## src/rtl/fetch_pc_stage_if.sv

```systemverilog
// Fetch/decode boundary bundle: IM data and decode redirect requests in, fetch PC and IF/ID contents out.
// likely_d is present only when BRANCH_LIKELY_EN is defined.
interface fetch_pc_stage_if;
  logic        stall;
  logic [31:0] instr_f;
  logic        cmp_allow;
  logic [15:0] imm16_d;
  logic        j_en;
  logic [25:0] index26_d;
  logic        jr_en;
  logic [31:0] jr_target;
`ifdef BRANCH_LIKELY_EN
  logic        likely_d;
`endif
  logic [31:0] pc_f;
  logic [31:0] pc_d;
  logic [31:0] instr_d;
  logic [31:0] pc8_d;
  logic        pc_misalign_f;

  modport master (
    input  stall, instr_f, cmp_allow, imm16_d, j_en, index26_d, jr_en, jr_target,
`ifdef BRANCH_LIKELY_EN
    input  likely_d,
`endif
    output pc_f, pc_d, instr_d, pc8_d, pc_misalign_f
  );

  modport slave (
    output stall, instr_f, cmp_allow, imm16_d, j_en, index26_d, jr_en, jr_target,
`ifdef BRANCH_LIKELY_EN
    output likely_d,
`endif
    input  pc_f, pc_d, instr_d, pc8_d, pc_misalign_f
  );
endinterface

```

## src/rtl/fetch_pc_stage.sv

```systemverilog
// PC register, next-PC mux and IF/ID register; redirects land in F one cycle after D, stall freezes all state.
// BRANCH_LIKELY_EN: an untaken likely branch annuls its delay slot in IF/ID.
module fetch_pc_stage #(
  parameter logic [31:0] RESET_PC = 32'h0000_3000,
  parameter logic [31:0] NOP_WORD = 32'h0000_0000
) (
  input logic             clk,
  input logic             reset,
  fetch_pc_stage_if.master bus
);

  logic [31:0] pc_f_q;
  logic [31:0] pc_d_q;
  logic [31:0] instr_d_q;
  logic [31:0] pc_f4;
  logic [31:0] pc_d4;
  logic [31:0] br_target;
  logic [31:0] j_target;
  logic [31:0] npc;
  logic        annul;

  assign pc_f4     = pc_f_q + 32'd4;
  assign pc_d4     = pc_d_q + 32'd4;
  assign br_target = pc_d4 + {{14{bus.imm16_d[15]}}, bus.imm16_d, 2'b00};
  assign j_target  = {pc_d4[31:28], bus.index26_d, 2'b00};

`ifdef BRANCH_LIKELY_EN
  assign annul = bus.likely_d & ~bus.cmp_allow;
`else
  assign annul = 1'b0;
`endif

  // Targets come from pc_d: the word currently in F is the delay slot.
  always_comb begin
    npc = pc_f4;
    if (bus.jr_en)          npc = bus.jr_target;
    else if (bus.j_en)      npc = j_target;
    else if (bus.cmp_allow) npc = br_target;
  end

  always_ff @(posedge clk) begin
    if (reset) begin
      pc_f_q    <= RESET_PC;
      pc_d_q    <= RESET_PC;
      instr_d_q <= NOP_WORD;
    end else if (!bus.stall) begin
      pc_f_q    <= annul ? pc_f4 : npc;
      pc_d_q    <= pc_f_q;
      instr_d_q <= annul ? NOP_WORD : bus.instr_f;
    end
  end

  assign bus.pc_f          = pc_f_q;
  assign bus.pc_d          = pc_d_q;
  assign bus.instr_d       = instr_d_q;
  assign bus.pc8_d         = pc_d_q + 32'd8;
  assign bus.pc_misalign_f = |pc_f_q[1:0];

endmodule

```

## src/flat_wrapper.sv

```systemverilog
// flat-port wrapper written by rule: the top's interface ports become plain ports
module fetch_pc_stage_flat 
#(
  parameter logic [31:0] RESET_PC = 32'h0000_3000,
  parameter logic [31:0] NOP_WORD = 32'h0000_0000
)
  (clk, reset, bus_stall, bus_instr_f, bus_cmp_allow, bus_imm16_d, bus_j_en, bus_index26_d, bus_jr_en, bus_jr_target, bus_pc_f, bus_pc_d, bus_instr_d, bus_pc8_d, bus_pc_misalign_f);
  fetch_pc_stage_if bus_i ();
  input logic clk;
  input logic reset;
  input wire logic [$bits(bus_i.stall)-1:0] bus_stall;
  input wire logic [$bits(bus_i.instr_f)-1:0] bus_instr_f;
  input wire logic [$bits(bus_i.cmp_allow)-1:0] bus_cmp_allow;
  input wire logic [$bits(bus_i.imm16_d)-1:0] bus_imm16_d;
  input wire logic [$bits(bus_i.j_en)-1:0] bus_j_en;
  input wire logic [$bits(bus_i.index26_d)-1:0] bus_index26_d;
  input wire logic [$bits(bus_i.jr_en)-1:0] bus_jr_en;
  input wire logic [$bits(bus_i.jr_target)-1:0] bus_jr_target;
  output wire logic [$bits(bus_i.pc_f)-1:0] bus_pc_f;
  output wire logic [$bits(bus_i.pc_d)-1:0] bus_pc_d;
  output wire logic [$bits(bus_i.instr_d)-1:0] bus_instr_d;
  output wire logic [$bits(bus_i.pc8_d)-1:0] bus_pc8_d;
  output wire logic [$bits(bus_i.pc_misalign_f)-1:0] bus_pc_misalign_f;
  assign bus_i.stall = bus_stall;
  assign bus_i.instr_f = bus_instr_f;
  assign bus_i.cmp_allow = bus_cmp_allow;
  assign bus_i.imm16_d = bus_imm16_d;
  assign bus_i.j_en = bus_j_en;
  assign bus_i.index26_d = bus_index26_d;
  assign bus_i.jr_en = bus_jr_en;
  assign bus_i.jr_target = bus_jr_target;
  assign bus_pc_f = bus_i.pc_f;
  assign bus_pc_d = bus_i.pc_d;
  assign bus_instr_d = bus_i.instr_d;
  assign bus_pc8_d = bus_i.pc8_d;
  assign bus_pc_misalign_f = bus_i.pc_misalign_f;
  fetch_pc_stage #(.RESET_PC(RESET_PC), .NOP_WORD(NOP_WORD)) u_core (.clk(clk), .reset(reset), .bus(bus_i));
endmodule
```

## config.mk

```make
export PLATFORM = sky130hd
export DESIGN_NAME = fetch_pc_stage_flat
export DESIGN_NICKNAME = d
export VERILOG_FILES = /design/src/rtl/fetch_pc_stage_if.sv /design/src/rtl/fetch_pc_stage.sv /design/src/flat_wrapper.sv
export SDC_FILE = /design/constraint.sdc
export NUM_CORES = 1
export LEC_CHECK = 0
export CAP_MARGIN = 20
export CORE_ASPECT_RATIO = 1.1
export CORE_MARGIN = 4
export CORE_UTILIZATION = 35
export DETAILED_ROUTE_END_ITERATION = 10
export SETUP_SLACK_MARGIN = 0.1
export SLEW_MARGIN = 20
export SYNTH_ARGS = -nofsm -noshare
export SYNTH_HDL_FRONTEND = slang
export SYNTH_SLANG_ARGS = --single-unit
```

## constraint.sdc

```tcl
create_clock -name clk -period 7.9 [get_ports clk]
set_clock_uncertainty 0.15 [all_clocks]
set_input_delay 0.79 -clock clk [delete_from_list [all_inputs] [get_ports clk]]
set_output_delay 0.79 -clock clk [all_outputs]
set_load 0.01 [all_outputs]
```

==> reports/results.ini, run 1 <==
[setup_path]
regToRegEndpoint = u_core.bus.pc_f[30]
regToRegStartpoint = u_core.bus.pc_d[2]
r2r_cells = 14
path_class = reg -> reg
startpoint = u_core.bus.pc_d[2]
rrSetupSlack_ps = 3290
critPathMaxFanout = 17
crit_arrival_ps = 4720
required_ps = 8000
startpoint_type = flop
end_kind = flop

[final_layout]
final_area_um2 = 10100
syn_to_final_growth_pct = 38.8
stdcell_count = 1373
final_core_util_pct = 49.1
diodes = 0
drive_gt1_share_pct = 4.12
layout.nets = 1261

[sta]
max_freq_mhz = 217
worst_pin_slew_ps = 878
setup_viol = 0
slew-limit-headroom_pct = 41.2
drv_slew = 0
layout_min_cycle_time_ps = 4610
final_hold_viol_count = 0
worst_hold_slack_ps = 347
timing.setup.tns_ps = 0
worst_slack_ps = 3290
finalCritPeriodShare_pct = 58.4
rsz0062_at_grt = no

[placed_design]
dpl-instance-area_um2 = 9770
hpwl_um = 21000
io_buffers = 240
dp_slack_ps = 3290
gp_congestion = 0.884
dp_cells = 1357

[synthesis]
synth_xor_area_share_pct = 11.8
synth_flop_cell = dfxtp_1
yosys.area_share.simple_pct = 21.7
synth_edf_count = 0
synth_mux_area_share_pct = 9.65
synth-compound-area-share_pct = 19.7
synth_cell_types = 70
seq_area_frac_synth_pct = 26.5
syn_inst = 913
synth_nets = 1062
ys_warn_count = 0
synth_adder_area_share_pct = 6.48
syn_area_per_cell_um2 = 7.95
synth_top_family_by_area = simple AND/OR/NAND/NOR gates
async_reset_ff_share_pct = 0
syn_area_um2 = 7260
synth_seq_cells = 96

[floorplanning]
die_y_um = 159
core_area_um2 = 20500
ios = 241
die_area_um2 = 23100
placementRows = 55
die_x_um = 145
start_util_pct = 35.4

[min_path]
whs_path_depth = 2
min-delay-start = u_core.bus.instr_d[20]
hold_path_class = reg -> reg
hold_end = u_core.bus.instr_d[20]

[clock_network]
cts_max_level = 3
clockRootBuffer = clkbuf_16
hold_buffers = 0
cts_sinks = 96
insertion_delay_ps = 360
numCtsBuffers = 9
cts_buffer_depth = 2
clkTransAtPathRegs_ps = 80
cts_tree = done
ctsResizeCount = 0
postCtsSetupRepairBufs = 0

[routing]
wl_per_cell_um = 20.1
viasPerCell = 5.48
vias = 7524
drt_wl_total_um = 27600
first_iter_violations = 436
drc = 0
drtPass1Iterations = 5
drtAntennaViolNets = 0

[grt]
first_global_vias = 7419
grt_usage_pct = 23.0
antenna_found_initial = 1
grt_max_degree = 54
grt_pass1_wl_um = 42800
grt-ovfl-total = 0

[power]
power.total_mw = 1.42
vdd_drop_max_mv = 0.100
powerDensity_nw_per_um2 = 141
p_leak_nw = 4.00

[status]
status = finished clean

[flow_run]
maxCapViolCount = 0

-- power by group --
part           internal [mW]  total, mW  switching, mW  leakage (nW)
Combinational          0.207      0.395          0.188          3.06
Sequential             0.514      0.567         0.0530         0.790
Clock                  0.226      0.463          0.236         0.146
Total                  0.948       1.42          0.477          4.00
-- final cells by class --
type	count	area, µm²
clock buffers	9	225
fillers	2026	10400
multi-input cells	743	5030
clock inverters	7	80.1
repair buffers	247	2440
inverters	15	56.3
well taps	256	320
flip-flops and latches	96	1920
-- how the worst max path moves through the flow --
| stage | end | cells past startpoint |
|---|---|---|
| 2_1_floorplan | u_core.bus.pc_f[31] | 18 |
| 3_3_place_gp | u_core.bus.pc_f[30] | 14 |
| 3_5_place_dp | u_core.bus.pc_f[30] | 14 |
| 4_1_cts | u_core.bus.pc_f[30] | 14 |
| 5_1_grt | u_core.bus.pc_f[31] | 17 |
| 6_report | u_core.bus.pc_f[30] | 14 |
-- sequential cells by signal, summed over array words and instances, names as in the netlist --
| name | flops |
|---|---|
| u_core.bus.instr_d | 32 |
| u_core.bus.pc_f | 32 |
| u_core.bus.pc_d | 32 |
-- cell families (layout without fill, tap and decap cells) --
group	Yosys count	count (layout)
flops	96	96
mux	70	70
buf+inv	74	278
compound gates	204	204
fa+ha+maj	37	37
simple gates	334	334
xor+xnor	98	98
-- routing by layer --
layer	global-route usage, %	wire length (µm)	vias to the layer above
met2	38.2	12900	278
met5	0	12	-
met1	30.5	12400	3518
met3	4.78	1840	28
li1	-	-	3698
met4	5.57	480	2
-- cells in the mapped netlist (3+ instances only) --
| cell | number | area, µm² |
|---|---|---|
| a31o_2 | 3 | 26.3 |
| ha_1 | 36 | 450 |
| clkbuf_1 | 27 | 101 |
| o211ai_1 | 12 | 90.1 |
| buf_4 | 3 | 22.5 |
| and4_1 | 9 | 78.8 |
| nand2_1 | 75 | 282 |
| a21oi_1 | 52 | 260 |
| o2111ai_1 | 4 | 35.0 |
| a21o_1 | 15 | 113 |
| nor3b_1 | 3 | 22.5 |
| a22o_1 | 3 | 26.3 |
| o31ai_1 | 3 | 22.5 |
| o211a_1 | 4 | 40.0 |
| o22ai_1 | 6 | 37.5 |
| nand3_1 | 41 | 205 |
| nor3_1 | 14 | 70.1 |
| a221oi_1 | 3 | 26.3 |
| and2_1 | 5 | 31.3 |
| buf_1 | 15 | 56.3 |
| o21ai_0 | 32 | 160 |
| o221ai_1 | 7 | 61.3 |
| xor2_1 | 44 | 385 |
| buf_2 | 12 | 60.1 |
| o21a_1 | 5 | 37.5 |
| a32oi_1 | 4 | 35.0 |
| a31oi_1 | 7 | 43.8 |
| nand4_1 | 20 | 125 |
| nor2_1 | 126 | 473 |
| a211oi_1 | 15 | 113 |
| mux2i_1 | 70 | 701 |
| nor4_1 | 5 | 31.3 |
| dfxtp_1 | 96 | 1920 |
| inv_1 | 13 | 48.8 |
| a22oi_1 | 5 | 37.5 |
| xnor2_1 | 54 | 473 |
| nor2b_1 | 9 | 56.3 |
| and3_1 | 10 | 62.6 |
-- worst max-delay path: stages (launching register included) --
cell and delay [ps]:
dfxtp_1 850, ha_1 310, nand3_1 180, nor2_1 440
nand3_1 160, xnor2_1 160, ha_1 370, o21a_1 240
o2111ai_1 230, a2bb2oi_2 240, o221ai_2 160, a211oi_2 340
o21ai_2 150, a2111o_1 420, o211a_1 120
-- cell usage in the layout (no fill, tap or decap), drive strengths merged, types with 12 or more instances in the layout --
| master | count |
|---|---|
| a211oi | 16 |
| a21o | 16 |
| a21oi | 52 |
| and3 | 12 |
| clkdlybuf4s50 | 237 |
| dfxtp | 96 |
| ha | 36 |
| inv | 17 |
| mux2i | 70 |
| nand2 | 75 |
| nand3 | 41 |
| nand4 | 20 |
| nor2 | 126 |
| nor3 | 16 |
| o211ai | 13 |
| o21ai | 33 |
| xnor2 | 54 |
| xor2 | 44 |
No activity file was read; power rests on OpenSTA's default activity.
==> run 2, diff against run 1 <==
--- a/config.mk
+++ b/config.mk
@@ -10,6 +10,7 @@
 export CORE_MARGIN = 4
 export CORE_UTILIZATION = 35
 export DETAILED_ROUTE_END_ITERATION = 10
+export PLACE_DENSITY = 0.66
 export SETUP_SLACK_MARGIN = 0.1
 export SLEW_MARGIN = 20
 export SYNTH_ARGS = -nofsm -noshare
==> constraint.sdc (replaced) <==
create_clock -name clk -period 3.7 [get_ports clk]
set_clock_uncertainty 0.15 [all_clocks]
set_input_delay 0.37 -clock clk [delete_from_list [all_inputs] [get_ports clk]]
set_output_delay 0.37 -clock clk [all_outputs]
set_load 0.01 [all_outputs]
==> run 2 against run 1 <==
Utilization up 5.5 points. Power rose by 120%. First-iteration DRC count increased by 0.92%. Worst hold slack worse by 120 ps. Register-to-register slack worse by 3100 ps. Via count is 7.2% higher. Sequential cell count is the same. Global-route usage up 0.62 points. Non-clock buffer count rose by 102. Worst setup slack got worse by 3100 ps. Maximum frequency grew 31%.
==> reports/results.ini, run 2 (synthesis results as in run 1) <==
[clock_network]
hold_buffers = 0  ; unchanged
insertion_delay_ps = 370  ; about the same
cts_sinks = 96  ; unchanged
numCtsBuffers = 9  ; unchanged
clockRootBuffer = clkbuf_16
cts_tree = done
cts_buffer_depth = 2  ; unchanged
cts_max_level = 3  ; unchanged
clkTransAtPathRegs_ps = 80  ; about the same

[sta]
slew-limit-headroom_pct = 52.8  ; +12 points
rsz0062_at_grt = yes
max_freq_mhz = 284  ; +31%
setup_viol = 0  ; unchanged
drv_slew = 0  ; unchanged
worst_pin_slew_ps = 705  ; -173 ps
finalCritPeriodShare_pct = 95.2  ; +37 points
worst_hold_slack_ps = 226  ; -121 ps
layout_min_cycle_time_ps = 3520  ; -1090 ps
final_hold_viol_count = 0  ; unchanged

[setup_path]
cp_slowest_cell = a2111o_1
required_ps = 3850  ; -4150 ps
critPathMaxFanout = 4  ; -13
cp_slowest_stage_delay_ps = 390  ; -460 ps
path_class = reg -> reg
r2r_cells = 16  ; +2
startpoint_type = flop
crit_arrival_ps = 3670  ; -1050 ps
end_kind = flop
rrSetupSlack_ps = 180  ; -3110 ps
crit_chain = ha_4, and4_4, buf_4, nand3_1, nor2_1, buf_4, and4_4, nand2_1, xnor2_2, ha_1, and3_4, nand2_1, a2111o_1, a21o_1, a31o_2, a21oi_2

[final_layout]
register_area_um2 = 1930  ; +0.52%
syn_to_final_growth_pct = 54.2
most-common-layout-cells = clkdlybuf4s50_1 (237), nor2_1 (118), buf_4 (110), dfxtp_1 (90), nand2_1 (73)
layout_commonest_cell = clkdlybuf4s50_1
layout.nets = 1363  ; +8.1%
multi_input_area_um2 = 5370  ; +6.8%
drive_gt1_share_pct = 17.3  ; +13 points
final_area_um2 = 11200  ; +11%
diodes = 0  ; unchanged
final.fill_count = 1931  ; -4.7%
stdcell_count = 1475  ; +7.4%

[floorplanning]
placementRows = 55  ; unchanged
start_util_pct = 35.4  ; unchanged
die_area_um2 = 23100  ; unchanged
die_y_um = 159  ; unchanged
ios = 241  ; unchanged
core_area_um2 = 20500  ; unchanged
die_x_um = 145  ; unchanged

[placed_design]
hpwl_um = 21900  ; +4.2%
dp_cells = 1446  ; +6.6%
io_buffers = 240  ; unchanged
dpl-instance-area_um2 = 10500  ; +7.0%
gp_congestion = 0.960  ; +8.6%

[routing]
vias = 8067  ; +7.2%
wl_per_cell_um = 19.2  ; -4.1%
first_iter_violations = 440  ; +0.92%
drtPass1Iterations = 6  ; +1
viasPerCell = 5.47  ; -0.20%
drtAntennaViolNets = 0  ; unchanged
drt_wl_total_um = 28400  ; +3.0%
drc = 0  ; unchanged

[grt]
first_global_vias = 7892  ; +6.4%
grt_usage_pct = 23.6  ; +0.62 points
grt_max_degree = 48  ; -11%
grt_pass1_wl_um = 44200  ; +3.2%
grt-ovfl-total = 0  ; unchanged
antenna_found_initial = 1  ; unchanged

[status]
status = finished clean

[min_path]
whs_path_depth = 2  ; unchanged
hold_path_class = in -> reg

[power]
p_leak_nw = 4.58  ; +15%
vdd_drop_max_mv = 0.236  ; +140%
powerDensity_nw_per_um2 = 283  ; +100%

[flow_run]
maxCapViolCount = 0  ; unchanged

[run 2: cell count changes in the layout (fill, tap and decap cells not counted), sizes merged]
cell and delta:
buf +102, clkinv +2, inv -1, clkinvlp -1
[run 2: worst paths after layout]
kind                                  to                   start
setup / recovery     u_core.bus.pc_f[31]      u_core.bus.pc_d[3]
hold / removal     u_core.bus.instr_d[3]                   reset
setup reg to reg     u_core.bus.pc_f[31]      u_core.bus.pc_d[3]
hold reg to reg   u_core.bus.instr_d[11]  u_core.bus.instr_d[11]
[run 2: power breakdown]
group | switching [mW] | internal, mW | total [mW]
sequential | 0.0883 | 1.10 | 1.19
combinational | 0.460 | 0.525 | 0.985
clock | 0.515 | 0.483 | 0.999
[run 2: area by class of cell]
class,count,area share [%]
multi-input cells,743,48.0
repair buffers,349,28.6
flip-flops and latches,96,17.3
well taps,256,2.86
clock buffers,9,2.01
clock inverters,7,0.749
inverters,15,0.503
[run 2: per-stage QoR]
step                util [%]  setup WS [ps]  setup TNS, ps  power (mW)
floorplan                  -            119              0        1.65
global placement        51.0           68.3              0        2.14
detailed placement      51.0          -18.9          -18.9        2.14
CTS                     52.7           83.1              0        3.14
global route            54.6           33.2              0        3.31
finish                  54.6            176              0        3.17
[run 2: layer usage]
metal	up-vias	global-route usage, %	part of all wire (%)
met5	-	0	0.028
met4	2	7.34	2.6
met3	54	4.75	7.3
met2	320	39.4	47
met1	3802	30.6	43
li1	3889	-	-
[run 2: timing repair]
item / in CTS / in global routing
gates resized for setup: 8 / 69
cloned: 0 / 0
buffers inserted: 1 / 12
setup endpoints to repair: 9 / 15
pin swaps: 3 / 43
[run 2: worst max-delay path: cells and delay by family (launching register included)]
| family | cells | cell delay, ps |
|---|---|---|
| adders and majority gates | 2 | 430 |
| xor gates and xnor gates | 1 | 150 |
| and+or+nand+nor | 7 | 1100 |
| buffers and inverters | 2 | 310 |
| DFF | 1 | 380 |
| AOI/OAI and AO/OA | 4 | 940 |
==> edit: new RTL, settings of run 2 <==
Reset style: asynchronous (`reset`), changed in one clocked block.
--- a/src/rtl/fetch_pc_stage.sv
+++ b/src/rtl/fetch_pc_stage.sv
@@ -38,7 +38,7 @@
     else if (bus.cmp_allow) npc = br_target;
   end
 
-  always_ff @(posedge clk) begin
+  always_ff @(posedge clk or posedge reset) begin
     if (reset) begin
       pc_f_q    <= RESET_PC;
       pc_d_q    <= RESET_PC;
Behaviour: differs if reset is asserted again (counterexample within 4 cycles, from zero or initial values and one cycle with reset high); with reset held inactive, the same outputs for 4 cycles.
==> edit against run 2 <==
Worst setup slack worse by 0.11 ns. Sequential share of layout area up 4.5 points. Cell area down 0.75%. Critical endpoint is now u_core.bus.pc_f[30]. Area after synthesis up 3.3%. Sequential cell count unchanged. Maximum frequency down 3.0%. Routed wire length down 6.1%.
Power is not compared: it rests on default switching activity, and its combinational part moved more than twofold at a synthesized area within 25%.
==> edit: results (changes against run 2) <==
status: "complete, no violations"  # unchanged
dp_hpwl_mm: 20.62  # was 21.89 mm
grtUsageTotal_pct: 21.91  # was 23.57%
synth_top_family_by_area: "compound AO/OA/AOI/OAI gates"  # was simple AND/OR/NAND/NOR gates
insertion_delay_ns: 0.35  # was 0.37 ns
die_w_um: 147.5  # was 145.3 um
syn_nets: 982  # was 1062
grt_max_degree: 79  # was 48
synth-xor-area-share_pct: 11.10  # was 11.82%
cts_resized: 6  # was 8
first_global_vias: 7452  # was 7892
synthDistinctLibCells: 78  # was 70
seq_share_pct: 21.72  # was 17.25%
total_power_mw: 4.945
worstPathArrival_ns: 3.75  # was 3.67 ns
worst_slew_pin_slew_ns: 0.8420  # was 0.7053 ns
post_cts_buffers: 4  # was 1
antenna_cells: 2  # was 0
wl_mm: 26.65  # was 28.39 mm
antenna_found_initial: 2  # was 1
slowest_stage: "dfrtp_1"  # was a2111o_1
synth_area_leaders: "dfrtp_1 31%, mux2_2 9.5%, ha_1 6.0%, xor2_1 5.7%, xnor2_1 5.4%"  # was dfxtp_1 26%, mux2i_1 9.7%, nor2_1 6.5%, xnor2_1 6.5%, ha_1 6.2%
p_switching_mw: 1.833
clock_area_share_pct: 2.994  # was 2.760%
inv_count: 20  # was 15
post-place-ws_ns: -0.0007248  # was -0.01892 ns
multi_input_area_um2: 4986  # was 5373 um2
nFlopsAndLatches: 96  # unchanged
synth_compound_area_share_pct: 20.33  # was 19.66%
async_flop_share_pct: 100.0  # was 0%
ys_seq_area_share_pct: 32.11  # was 26.47%
hp-class: "register to register"  # was input port to register
firstDrtPassIters: 5  # was 6
fillers: 1963  # was 1931
buffers: 311  # was 349
layout-drive-gt1-share_pct: 19.05  # was 17.31%
crit_family: "compound AO/OA/AOI/OAI gates"  # was simple AND/OR/NAND/NOR gates
via_per_inst: 5.371  # was 5.469
grt_pass1_wl_mm: 41.74  # was 44.17 mm
synth_fa_ha_area_share_pct: 6.275  # was 6.479%
drt_iter0_drc: 519  # was 440
n_clock_buffer: 12  # was 9
gp_congestion: 0.9015  # was 0.9600
==> edit: cell count changes in the layout (fill, tap and decap cells not counted), moves of 7 or more <==
cell     change
dfrtp_1     +87
mux2i_1     -67
buf_4       -40
a21o_1       +7
and3_1       +9
nor3_1       -8
nor2_1      -46
o22ai_1      +9
nand2_1      -8
dfxtp_1     -90
mux2_2      +63
==> edit: per-layer routing <==
layer | GRT usage (%) | vias up | wire (um)
li1 | - | 3588 | -
met5 | 0 | - | 0
met4 | 6.568 | 0 | 596
met3 | 4.602 | 38 | 1980
met2 | 34.99 | 310 | 12200
met1 | 29.94 | 3584 | 11870
==> edit: cell families after synthesis <==
| kind of cell | count (synthesis) |
|---|---|
| compound gates | 222 |
| xor+xnor | 95 |
| fa+ha+maj | 37 |
| buf+inv | 67 |
| flops | 96 |
| mux | 66 |
| simple gates | 250 |
==> edit: path summary, 6_finish.rpt <==
| kind | start | cells after the start | end | slack [ns] |
|---|---|---|---|---|
| max in group asynchronous | reset | 3 | u_core.bus.instr_d[13] | 2.22 |
| setup / recovery | u_core.bus.pc_d[7] | 15 | u_core.bus.pc_f[30] | 0.07 |
| hold reg to reg | u_core.bus.instr_d[10] | 1 | u_core.bus.instr_d[10] | 0.35 |
| min in group asynchronous | reset | 2 | u_core.bus.instr_d[21] | 0.38 |
| hold / removal | u_core.bus.instr_d[10] | 1 | u_core.bus.instr_d[10] | 0.35 |
| setup reg to reg | u_core.bus.pc_d[7] | 15 | u_core.bus.pc_f[30] | 0.07 |
==> edit: through the flow <==
stage          hold slack (ns)  utilization (%)  std cells
2_1_floorplan           0.3581                -        833
3_3_place_gp            0.3365            50.47       1370
3_5_place_dp            0.3417            50.47       1370
4_1_cts                 0.3572            52.36       1390
5_1_grt                 0.3689            53.30       1400
6_report                0.3530            53.30       1400
